**src/rtl/video_mode_detect_pkg.sv**
```systemverilog
// Shared video definitions: mode codes (`MODE_*), FSM state enum and the
// resolution classification table used by video_mode_detect.
`ifndef VIDEO_MODE_DEFINES
`define VIDEO_MODE_DEFINES
`define MODE_SIZE    3
`define MODE_UNKNOWN 3'd0
`define MODE_1080p   3'd1
`define MODE_1080i   3'd2
`define MODE_720p    3'd3
`define MODE_480p    3'd4
`define MODE_480i    3'd5
`define MODE_240p    3'd6
`endif

package video_mode_detect_pkg;

  typedef enum logic [1:0] {
    SEARCH  = 2'd0,
    MEASURE = 2'd1,
    LOCKED  = 2'd2
  } state_t;

  typedef logic [`MODE_SIZE-1:0] mode_t;

  typedef struct packed {
    logic [15:0] h;
    logic [15:0] v;
    logic        il;
    mode_t       code;
  } mode_entry_t;

  localparam int NUM_MODES = 6;

  localparam mode_entry_t MODE_TABLE [NUM_MODES] = '{
    '{16'd1920, 16'd1080, 1'b0, `MODE_1080p},
    '{16'd1920, 16'd540,  1'b1, `MODE_1080i},
    '{16'd1280, 16'd720,  1'b0, `MODE_720p},
    '{16'd720,  16'd480,  1'b0, `MODE_480p},
    '{16'd720,  16'd240,  1'b1, `MODE_480i},
    '{16'd720,  16'd240,  1'b0, `MODE_240p}
  };

  localparam int HS_TIMEOUT_CLKS  = 4096;
  localparam int VS_TIMEOUT_LINES = 2048;

  // Table lookup; table dimensions are divided by h_div/v_div (1 for real timing).
  function automatic mode_t classify(input logic [15:0] h, input logic [15:0] v,
                                     input logic il, input logic incons,
                                     input int h_div, input int v_div);
    mode_t code;
    code = `MODE_UNKNOWN;
    if (!incons) begin
      for (int i = 0; i < NUM_MODES; i++) begin
        if (h == MODE_TABLE[i].h / 16'(h_div) &&
            v == MODE_TABLE[i].v / 16'(v_div) &&
            il == MODE_TABLE[i].il)
          code = MODE_TABLE[i].code;
      end
    end
    return code;
  endfunction

endpackage

```
**src/rtl/video_timing_measure.sv**
```systemverilog
// Line/field measurement: active pixels per line, active lines per field,
// field consistency, sync-loss timeouts and (with VIDEO_DETECT_INTERLACE_EN)
// vsync-to-hsync phase capture for interlace detection. Field results are
// combinational so they already include a line closing on the same cycle.
module video_timing_measure
  import video_mode_detect_pkg::*;
#(
  parameter int H_CNT_W = 12,
  parameter int V_CNT_W = 11
) (
  input  logic               clock,
  input  logic               reset_n,
  input  logic               hsync,
  input  logic               vsync,
  input  logic               de,
  output logic               field_close,
  output logic [H_CNT_W-1:0] field_h,
  output logic [V_CNT_W-1:0] field_v,
  output logic               field_incons,
  output logic               field_il,
  output logic               sync_lost
);

  localparam logic [H_CNT_W-1:0] H_MAX = '1;
  localparam logic [V_CNT_W-1:0] V_MAX = '1;

  logic               hsync_q, vsync_q, hs_rise, vs_rise, line_close;
  logic [H_CNT_W-1:0] pix_cnt, first_len, first_next;
  logic [V_CNT_W-1:0] line_cnt, lines_next;
  logic               incons, incons_next;
  logic [12:0]        hs_idle;
  logic [11:0]        vs_idle;

  assign hs_rise    = hsync & ~hsync_q;
  assign vs_rise    = vsync & ~vsync_q;
  assign line_close = hs_rise && (pix_cnt != '0);

  // Fold a line closing on this cycle into the running field totals
  always_comb begin
    // NOTE: defaults first so every path assigns every output and no latch is inferred.
    lines_next  = line_cnt;
    first_next  = first_len;
    incons_next = incons;
    if (line_close) begin
      if (line_cnt != V_MAX) lines_next = line_cnt + 1'b1;
      if (line_cnt == '0) first_next = pix_cnt;
      else if (pix_cnt != first_len) incons_next = 1'b1;
    end
  end

  assign field_close  = vs_rise;
  assign field_h      = first_next;
  assign field_v      = lines_next;
  assign field_incons = incons_next;

  // Sync edge history, saturating pixel counter and per-field accumulators
  always_ff @(posedge clock or negedge reset_n) begin
    // NOTE: non-blocking assignments so every flop samples pre-edge values.
    if (!reset_n) begin
      hsync_q   <= 1'b0;
      vsync_q   <= 1'b0;
      pix_cnt   <= '0;
      line_cnt  <= '0;
      first_len <= '0;
      incons    <= 1'b0;
    end else begin
      hsync_q <= hsync;
      vsync_q <= vsync;
      if (hs_rise) pix_cnt <= {{(H_CNT_W-1){1'b0}}, de};
      else if (de && pix_cnt != H_MAX) pix_cnt <= pix_cnt + 1'b1;
      if (vs_rise) begin
        line_cnt  <= '0;
        first_len <= '0;
        incons    <= 1'b0;
      end else begin
        line_cnt  <= lines_next;
        first_len <= first_next;
        incons    <= incons_next;
      end
    end
  end

  // Watchdogs: clocks since last hsync edge, lines since last vsync edge
  always_ff @(posedge clock or negedge reset_n) begin
    if (!reset_n) begin
      hs_idle <= '0;
      vs_idle <= '0;
    end else begin
      if (hs_rise) hs_idle <= '0;
      else if (hs_idle != 13'(HS_TIMEOUT_CLKS)) hs_idle <= hs_idle + 1'b1;
      if (vs_rise) vs_idle <= '0;
      else if (hs_rise && vs_idle != 12'(VS_TIMEOUT_LINES)) vs_idle <= vs_idle + 1'b1;
    end
  end

  assign sync_lost = (!hs_rise && hs_idle == 13'(HS_TIMEOUT_CLKS - 1)) ||
                     (hs_rise && !vs_rise && vs_idle == 12'(VS_TIMEOUT_LINES - 1));

`ifdef VIDEO_DETECT_INTERLACE_EN
  localparam int IL_DIFF_MIN = 16;

  logic [H_CNT_W-1:0] phase_cnt, phase_now, prev_phase, phase_diff;

  // A vsync coincident with hsync sits at phase 0
  assign phase_now  = hs_rise ? '0 : phase_cnt;
  assign phase_diff = (phase_now > prev_phase) ? phase_now - prev_phase
                                               : prev_phase - phase_now;
  assign field_il   = (phase_diff > H_CNT_W'(IL_DIFF_MIN));

  // Track hsync phase and remember it at every vsync edge
  always_ff @(posedge clock or negedge reset_n) begin
    if (!reset_n) begin
      phase_cnt  <= '0;
      prev_phase <= '0;
    end else begin
      if (hs_rise) phase_cnt <= {{(H_CNT_W-1){1'b0}}, 1'b1};
      else if (phase_cnt != H_MAX) phase_cnt <= phase_cnt + 1'b1;
      if (vs_rise) prev_phase <= phase_now;
    end
  end
`else
  assign field_il = 1'b0;
`endif

endmodule

```
**src/rtl/video_mode_detect.sv**
```systemverilog
// Video mode detector: classifies each measured field against the mode table
// and locks after STABLE_FRAMES identical known classifications. Interlace
// detection (1080i/480i) is built only with VIDEO_DETECT_INTERLACE_EN defined.
module video_mode_detect
  import video_mode_detect_pkg::*;
#(
  parameter int STABLE_FRAMES = 3,
  parameter int H_CNT_W       = 12,
  parameter int V_CNT_W       = 11,
  parameter int H_DIV         = 1,
  parameter int V_DIV         = 1
) (
  input  logic                  clock,
  input  logic                  reset_n,
  input  logic                  hsync,
  input  logic                  vsync,
  input  logic                  de,
  output logic [`MODE_SIZE-1:0] mode_code,
  output logic                  mode_valid,
  output logic                  mode_changed,
  output logic [H_CNT_W-1:0]    h_active,
  output logic [V_CNT_W-1:0]    v_active,
  output logic                  interlaced
);

  localparam int MW = (STABLE_FRAMES < 2) ? 1 : $clog2(STABLE_FRAMES + 1);
  localparam logic [MW-1:0] MATCH_ONE = MW'(1);
  localparam logic [MW-1:0] LOCK_AT   = MW'(STABLE_FRAMES);

  logic               field_close, field_incons, field_il, sync_lost;
  logic [H_CNT_W-1:0] field_h;
  logic [V_CNT_W-1:0] field_v;
  state_t             state;
  mode_t              field_class, prev_class;
  logic [MW-1:0]      match_cnt, match_next;
  logic               known, lock_now;

  video_timing_measure #(
    .H_CNT_W (H_CNT_W),
    .V_CNT_W (V_CNT_W)
  ) u_measure (
    .clock        (clock),
    .reset_n      (reset_n),
    .hsync        (hsync),
    .vsync        (vsync),
    .de           (de),
    .field_close  (field_close),
    .field_h      (field_h),
    .field_v      (field_v),
    .field_incons (field_incons),
    .field_il     (field_il),
    .sync_lost    (sync_lost)
  );

  assign field_class = classify(16'(field_h), 16'(field_v), field_il, field_incons,
                                H_DIV, V_DIV);
  assign known       = (field_class != `MODE_UNKNOWN);
  assign match_next  = (known && field_class == prev_class) ? match_cnt + 1'b1 : MATCH_ONE;
  assign lock_now    = known && (match_next == LOCK_AT);

  // SEARCH/MEASURE/LOCKED sequencing with registered mode outputs
  always_ff @(posedge clock or negedge reset_n) begin
    if (!reset_n) begin
      state        <= SEARCH;
      match_cnt    <= '0;
      prev_class   <= `MODE_UNKNOWN;
      mode_code    <= `MODE_UNKNOWN;
      mode_valid   <= 1'b0;
      mode_changed <= 1'b0;
      h_active     <= '0;
      v_active     <= '0;
      interlaced   <= 1'b0;
    end else begin
      mode_changed <= 1'b0;
      if (sync_lost) begin
        state      <= SEARCH;
        mode_valid <= 1'b0;
        match_cnt  <= '0;
        prev_class <= `MODE_UNKNOWN;
      end else if (field_close) begin
        unique case (state)
          SEARCH: begin
            // The field that ends here started before we were watching
            state      <= MEASURE;
            match_cnt  <= '0;
            prev_class <= `MODE_UNKNOWN;
          end
          MEASURE: begin
            prev_class <= field_class;
            match_cnt  <= match_next;
            if (lock_now) begin
              state        <= LOCKED;
              mode_code    <= field_class;
              h_active     <= field_h;
              v_active     <= field_v;
              interlaced   <= field_il;
              mode_valid   <= 1'b1;
              mode_changed <= 1'b1;
            end
          end
          LOCKED: begin
            if (field_class != mode_code) begin
              state      <= MEASURE;
              mode_valid <= 1'b0;
              match_cnt  <= MATCH_ONE;
              prev_class <= field_class;
            end
          end
          default: state <= SEARCH;
        endcase
      end
    end
  end

endmodule

```
**config.mk**
```make
export PLATFORM = sky130hd
export DESIGN_NAME = video_mode_detect
export DESIGN_NICKNAME = d
export VERILOG_FILES = /design/src/rtl/video_mode_detect_pkg.sv /design/src/rtl/video_timing_measure.sv /design/src/rtl/video_mode_detect.sv
export SDC_FILE = /design/constraint.sdc
export NUM_CORES = 1
export LEC_CHECK = 0
export BUFFER_PORTS_ARGS = -buffer_cell sky130_fd_sc_hd__buf_4
export CAP_MARGIN = 20
export CORE_MARGIN = 2
export CORE_UTILIZATION = 45
export DETAILED_ROUTE_END_ITERATION = 8
export PLACE_DENSITY = 0.69
export RECOVER_POWER = 50
export REMOVE_ABC_BUFFERS = 1
export SLEW_MARGIN = 20
export SYNTH_ARGS = -nofsm -noshare
export SYNTH_HDL_FRONTEND = slang
export SYNTH_SLANG_ARGS = --single-unit
```
**constraint.sdc**
```tcl
create_clock -name clock -period 4.5 [get_ports clock]
set_clock_uncertainty 0.05 [all_clocks]
set_input_delay 0.45 -clock clock [delete_from_list [all_inputs] [get_ports clock]]
set_output_delay 0.45 -clock clock [all_outputs]
set_load 0.1 [all_outputs]
```
# Yosys cells after proc, flatten, opt, wreduce, memory -nomap -nowiden
# Cells that the tools add are included.
# op_classes
add_sub_neg	5
n_mul	0
n_div	0
n_lt_le_gt_ge	0
eq_ne	21
n_shift	0
muxes	43
bitwise_logic	5
reduce_logical	29
# ops
operator	count
two-way mux 12 bit	7
== test 12 x 11 -> 1 bit, second input constant	3
two-way mux 11 bit	3
two-way mux 13 bit	2
adder 12 x 1 -> 12 bit, second input constant	2
!= test 12 bit, second input constant	2
two-way mux 3 bit	6
two-way mux 2 bit	8
adder 13 x 1 -> 13 bit, second input constant	1
== test 13 x 12 -> 1 bit, second input constant	1
two-way mux 1 bit	13
!= test 13 bit, second input constant	1
== test 12 x 10 -> 1 bit, second input constant	1
logical AND 1 bit	12
!= test 12 bit	1
one-hot mux 2 bit (3 select lines)	2
nonzero test 12 bit	1
adder 11 x 1 -> 11 bit, second input constant	1
== test 11 x 10 -> 1 bit, second input constant	1
== test 11 bit, second input constant	1
== test 11 x 8 -> 1 bit, second input constant	1
== test 11 x 9 -> 1 bit, second input constant	1
zero test 11 bit	1
!= test 11 bit, second input constant	1
18 further kinds	30
# word_totals
regBits	98
latch_bits	0
mem_bits_rw	0
romBits	0
input_bits	5
output_inout_bits	29
elab_cells	119
memories	0

# Logic depth before layout (Yosys ltp)
# depth
ltp_word	20
ltp_mapped	15
mapped_depth_nobuf	12

# By module
# A second synthesis with hierarchy kept.
# unflattened
hier_cells	613
hier_area_um2	5926.9
# modules_own_cells
module	instances	cells_per_inst	area_each_um2
video_timing_measure	1	414	3702.3
video_mode_detect	1	199	2224.6

# Worst setup path after synthesis
# Ideal clock, no wire load.
# synth_timing
path_type	reg2reg
from	reg u_measure.pix_cnt[0]
to	reg v_active[10]
setup_time_ns	0.128
arrival_ns	3.402
setup_slack_ns	0.920
path_stages_with_launch	14
period_less_slack_ns	3.580
path_cell_list	dfrtp_1 > clkbuf_1 > inv_1 > ha_1 > a41o_1 > buf_2 > or3_1 > a222oi_1 > nand4_1 > o2bb2a_4 > xnor2_2 > nor4_4 > buf_6 > mux2_1
# synth_between
elab_chain_cells	16
# synth_rtl
item	line_no	text
start, declared	video_timing_measure.sv:28	logic [H_CNT_W-1:0] pix_cnt, first_len, first_next;
start signal, assigned	video_timing_measure.sv:69	if (hs_rise) pix_cnt <= {{(H_CNT_W-1){1'b0}}, de};
start signal, assigned	video_timing_measure.sv:70	else if (de && pix_cnt != H_MAX) pix_cnt <= pix_cnt + 1'b1;
nonzero test 12 bit	video_timing_measure.sv:36	assign line_close = hs_rise && (pix_cnt != '0);
logical AND 1 bit	video_timing_measure.sv:36	
two-way mux 12 bit / two-way mux 11 bit (equally long branches)	video_timing_measure.sv:44	if (line_close) begin
== test 12 x 11 -> 1 bit / == test 11 bit (equally long branches)	-	
logical AND 1 bit	video_mode_detect_pkg.sv:54	if (h == MODE_TABLE[i].h / 16'(h_div) &&
two-way mux 1 bit	video_mode_detect_pkg.sv:54	
two-way mux 2 bit	video_mode_detect_pkg.sv:54	
two-way mux 3 bit (2 in series)	video_mode_detect_pkg.sv:54	
two-way mux 3 bit	video_mode_detect_pkg.sv:52	if (!incons) begin
== test 3 bit / nonzero test 3 bit (equally long branches)	-	
logical AND 1 bit	video_mode_detect.sv:58	assign match_next = (known && field_class == prev_class) ? match_cnt + 1'b1 : MATCH_ONE;
two-way mux 2 bit	video_mode_detect.sv:58	
== test 2 bit	video_mode_detect.sv:59	assign lock_now = known && (match_next == LOCK_AT);
logical AND 1 bit	video_mode_detect.sv:59	
AND reduction 4 bit (no source line)	-	
end signal, assigned	video_mode_detect.sv:95	v_active <= field_v;
end, declared	video_mode_detect.sv:22	output logic [V_CNT_W-1:0] v_active,
# Parallel ways exist; a longest one is shown, timed or not.
# A chain may end at the register's enable or synchronous reset.

# Worst setup path after layout
# layout_timing
from	reg u_measure.pix_cnt[7]
to	reg h_active[6]
# layout_between
elab_chain_cells	16
# layout_rtl
item	line_no	text
nonzero test 12 bit	video_timing_measure.sv:36	
logical AND 1 bit	video_timing_measure.sv:36	
two-way mux 12 bit / two-way mux 11 bit (equally long branches)	video_timing_measure.sv:44	
== test 12 x 11 -> 1 bit / == test 11 bit (equally long branches)	-	
logical AND 1 bit	video_mode_detect_pkg.sv:54	
two-way mux 1 bit	video_mode_detect_pkg.sv:54	
two-way mux 2 bit	video_mode_detect_pkg.sv:54	
two-way mux 3 bit (2 in series)	video_mode_detect_pkg.sv:54	
two-way mux 3 bit	video_mode_detect_pkg.sv:52	
== test 3 bit / nonzero test 3 bit (equally long branches)	-	
logical AND 1 bit	video_mode_detect.sv:58	
two-way mux 2 bit	video_mode_detect.sv:58	
== test 2 bit	video_mode_detect.sv:59	
logical AND 1 bit	video_mode_detect.sv:59	
AND reduction 4 bit (no source line)	-	
end signal, assigned	video_mode_detect.sv:94	h_active <= field_h;
end, declared	video_mode_detect.sv:21	output logic [H_CNT_W-1:0] h_active,
# Parallel ways exist; a longest one is shown, timed or not.

==> impl_metrics.env <==
export IMPL_post_cts_buffers=0
export IMPL_required_ps=4700
export IMPL_layout_drive_gt1_share_pct=11.66
export IMPL_cp_endpoint="h_active[6]$_DFFE_PN0P_"
export IMPL_grt_max_degree=69
export IMPL_synth_cells=604
export IMPL_maxCapViolations=1
export IMPL_rrSetupSlack_ps=480
export IMPL_root_buffer="clkbuf_16"
export IMPL_coreArea_um2=12520
export IMPL_drc=0
export IMPL_switching_power_mw=0.6825
export IMPL_cts_buffer_depth=2
export IMPL_grt_pass1_vias=4403
export IMPL_grt_pass1_wl_mm=21.49
export IMPL_dr_first_iter_drc_count=245
export IMPL_seqPwrFrac_pct=45.6
export IMPL_synth_top_area_share_pct=42.99
export IMPL_clock_latency_ps=360
export IMPL_max_slew_margin_rel_pct=-133.2
export IMPL_crit_arrival_ps=4220
export IMPL_synthArstFlopShare_pct=100.0
export IMPL_critPathMaxFanout=24
export IMPL_leakage_nw=2.855
export IMPL_dieArea_um2=13590
export IMPL_wire_per_inst_um=15.86
export IMPL_postRouteAntennaNets=0
export IMPL_r2r_start="u_measure.pix_cnt[7]$_DFFE_PN0P_"
export IMPL_dr_total_vias=4506
export IMPL_cts_tree="yes"
export IMPL_violations="capacitance limit, slew limit"
export IMPL_grt_overflow=0
export IMPL_hold_viol_final=0
export IMPL_antenna_found_initial=0
export IMPL_dieHeight_um=116.6
export IMPL_avgSynthCellArea_um2=9.444
export IMPL_powerDensity_nw_per_um2=349.9
export IMPL_fill_cells=1194
export IMPL_synth_edf_count=0
export IMPL_dp_hpwl_mm=9.180
export IMPL_whs_path_depth=1
export IMPL_tightest_slew_ps=3498
export IMPL_p_int_mw=1.527
export IMPL_ys_seq_elements=98
export IMPL_areaGrowthSynthToFinish_pct=10.68
export IMPL_path_clk_slew_ps=70
export IMPL_cts_htree_levels=3
export IMPL_worstSetupPathType="flop to flop"
export IMPL_min_path_type="input pin to flop"
export IMPL_seq_area_frac_synth_pct=42.99
export IMPL_yosysMostFrequentCell="dfrtp_1"
export IMPL_grt_use_total_pct=20.04
export IMPL_synth_top_cells_by_count="dfrtp_1, nor2_1, nand2_1"
export IMPL_die_w_um=116.6
export IMPL_worst_setup_path_end_kind="flop"
export IMPL_cts_buffers=9
export IMPL_syn_area_um2=5704
export IMPL_ctsHoldBuffers=0
export IMPL_antenna_cells=0
export IMPL_setup_tns_ps=0
export IMPL_yosys_warnings=0
export IMPL_critPathLaunchType="flop"
export IMPL_setup_viol=0
export IMPL_wl_mm=12.65
export IMPL_drt_pass1_iter_count=5
export IMPL_initial_core_util_pct=45.57
export IMPL_fmax_ghz=0.2485
export IMPL_ys_types=74
export IMPL_finalWeightedCongestion=0.8997
export IMPL_power_share_clock_pct=35.7
export IMPL_swShare_pct=30.89
export IMPL_comb_power_share_pct=18.8
export IMPL_timing_rr_end="h_active[6]$_DFFE_PN0P_"
export IMPL_synth_ff_type="dfrtp_1"
export IMPL_p_total_mw=2.209
export IMPL_port_buffers=32
export IMPL_cts_sink_count=98
export IMPL_r2r_cells=11
export IMPL_rsz0062_at_grt="no"
export IMPL_cts_resized=0
export IMPL_ys_top_cells_by_area="dfrtp_1, xor2_1, nor2_1"
export IMPL_fin_nets=638
export IMPL_ir_drop_v=0.0002923
export IMPL_io_pins=34
export IMPL_rows=41
export IMPL_synth_top_area_cell="dfrtp_1"
export IMPL_final_max_slew_viol_count=69
export IMPL_via_per_inst=5.647
export IMPL_startpoint="u_measure.pix_cnt[7]$_DFFE_PN0P_"
export IMPL_fin_crit_sh_pct=89.41
export IMPL_fin_crit_ps=4024
export IMPL_status="finished with violations"
-- worst min path at each step --
| stage | to | slack (ps) | startpoint |
|---|---|---|---|
| floorplan | h_active[0]$_DFFE_PN0P_ | 100 | reset_n |
| global placement | v_active[3]$_DFFE_PN0P_ | 420 | v_active[3]$_DFFE_PN0P_ |
| detailed placement | h_active[10]$_DFFE_PN0P_ | 430 | h_active[10]$_DFFE_PN0P_ |
| CTS | u_measure.vsync_q$_DFF_PN0_ | 150 | vsync |
| global route | u_measure.vsync_q$_DFF_PN0_ | 180 | vsync |
| finish | u_measure.vsync_q$_DFF_PN0_ | 180 | vsync |
-- routing by layer --
| layer | global-route usage (%) | vias up | share of wire [%] |
|---|---|---|---|
| met5 | 0 | - | 0 |
| met2 | 33.18 | 80 | 47 |
| li1 | - | 2219 | - |
| met3 | 4.359 | 17 | 3.6 |
| met1 | 26.62 | 2190 | 47 |
| met4 | 5.725 | 0 | 1.6 |
-- cell usage in the layout (no fill, tap or decap), drive strengths merged, types with 21 or more instances in the layout --
master,instances
xor2,34
inv,24
clkbuf,21
nand4,28
a21oi,26
nand3,22
nand2,58
buf,27
nor2,64
dfrtp,98
-- state kept, by name, indices dropped and copies added, names as in the netlist, 3 cells and up --
signal,count
prev_class,3
u_measure.hs_idle,13
u_measure.line_cnt,11
u_measure.first_len,12
u_measure.vs_idle,12
v_active,11
u_measure.pix_cnt,12
mode_code,3
h_active,12
-- cell families after synthesis --
kind of cell | after synthesis | synth area share, %
muxes | 15 | 2.808
adders and majority gates | 12 | 2.632
AOI/OAI and AO/OA | 109 | 14.74
other | 1 | 0.06574
DFF | 98 | 42.99
xor gates and xnor gates | 44 | 6.888
buffers and inverters | 54 | 4.168
and+or+nand+nor | 271 | 25.71
-- critical path, stage by stage (launching register included) --
cell and delay (ps):
dfrtp_1 500, nor4_2 540, a41oi_4 350, or4_4 520
a222oi_1 320, nand4_1 200, o2bb2a_4 290, xnor2_2 180
nor4_4 260, buf_4 320, and3b_1 310, nor2_1 70
-- stage by stage --
stage	std cells	worst slack [ps]	utilization (%)	area [um^2]	hold slack, ps
after floorplan	571	202.4	-	5545	104.4
after global placement	782	583.2	48.40	6058	418.7
after detailed placement	782	485.1	48.40	6058	426.6
after CTS	798	469.0	50.81	6360	148.2
after global routing	798	116.9	50.44	6314	178.3
final	798	476.5	50.44	6314	183.8
-- layout make-up --
cell class	count	area, um^2	area share (%)
sequential	98	2452	38.84
clock inverter	7	76.32	1.209
multi-input combinational	452	3017	47.78
clock buffer	9	225.2	3.567
timing repair buffer	39	249.0	3.944
tap	172	215.2	3.409
inverter	21	78.83	1.249
-- power by group through the flow --
stage | logic [mW] | clock network [mW] | registers, mW
after global routing | 0.466 | 0.847 | 1.02
final | 0.414 | 0.789 | 1.01
after CTS | 0.419 | 0.815 | 1.00
after detailed placement | 0.417 | 0 | 1.02
after floorplan | 0.312 | 0 | 1.01
after global placement | 0.402 | 0 | 1.02
(Power assumes the default switching activity.)
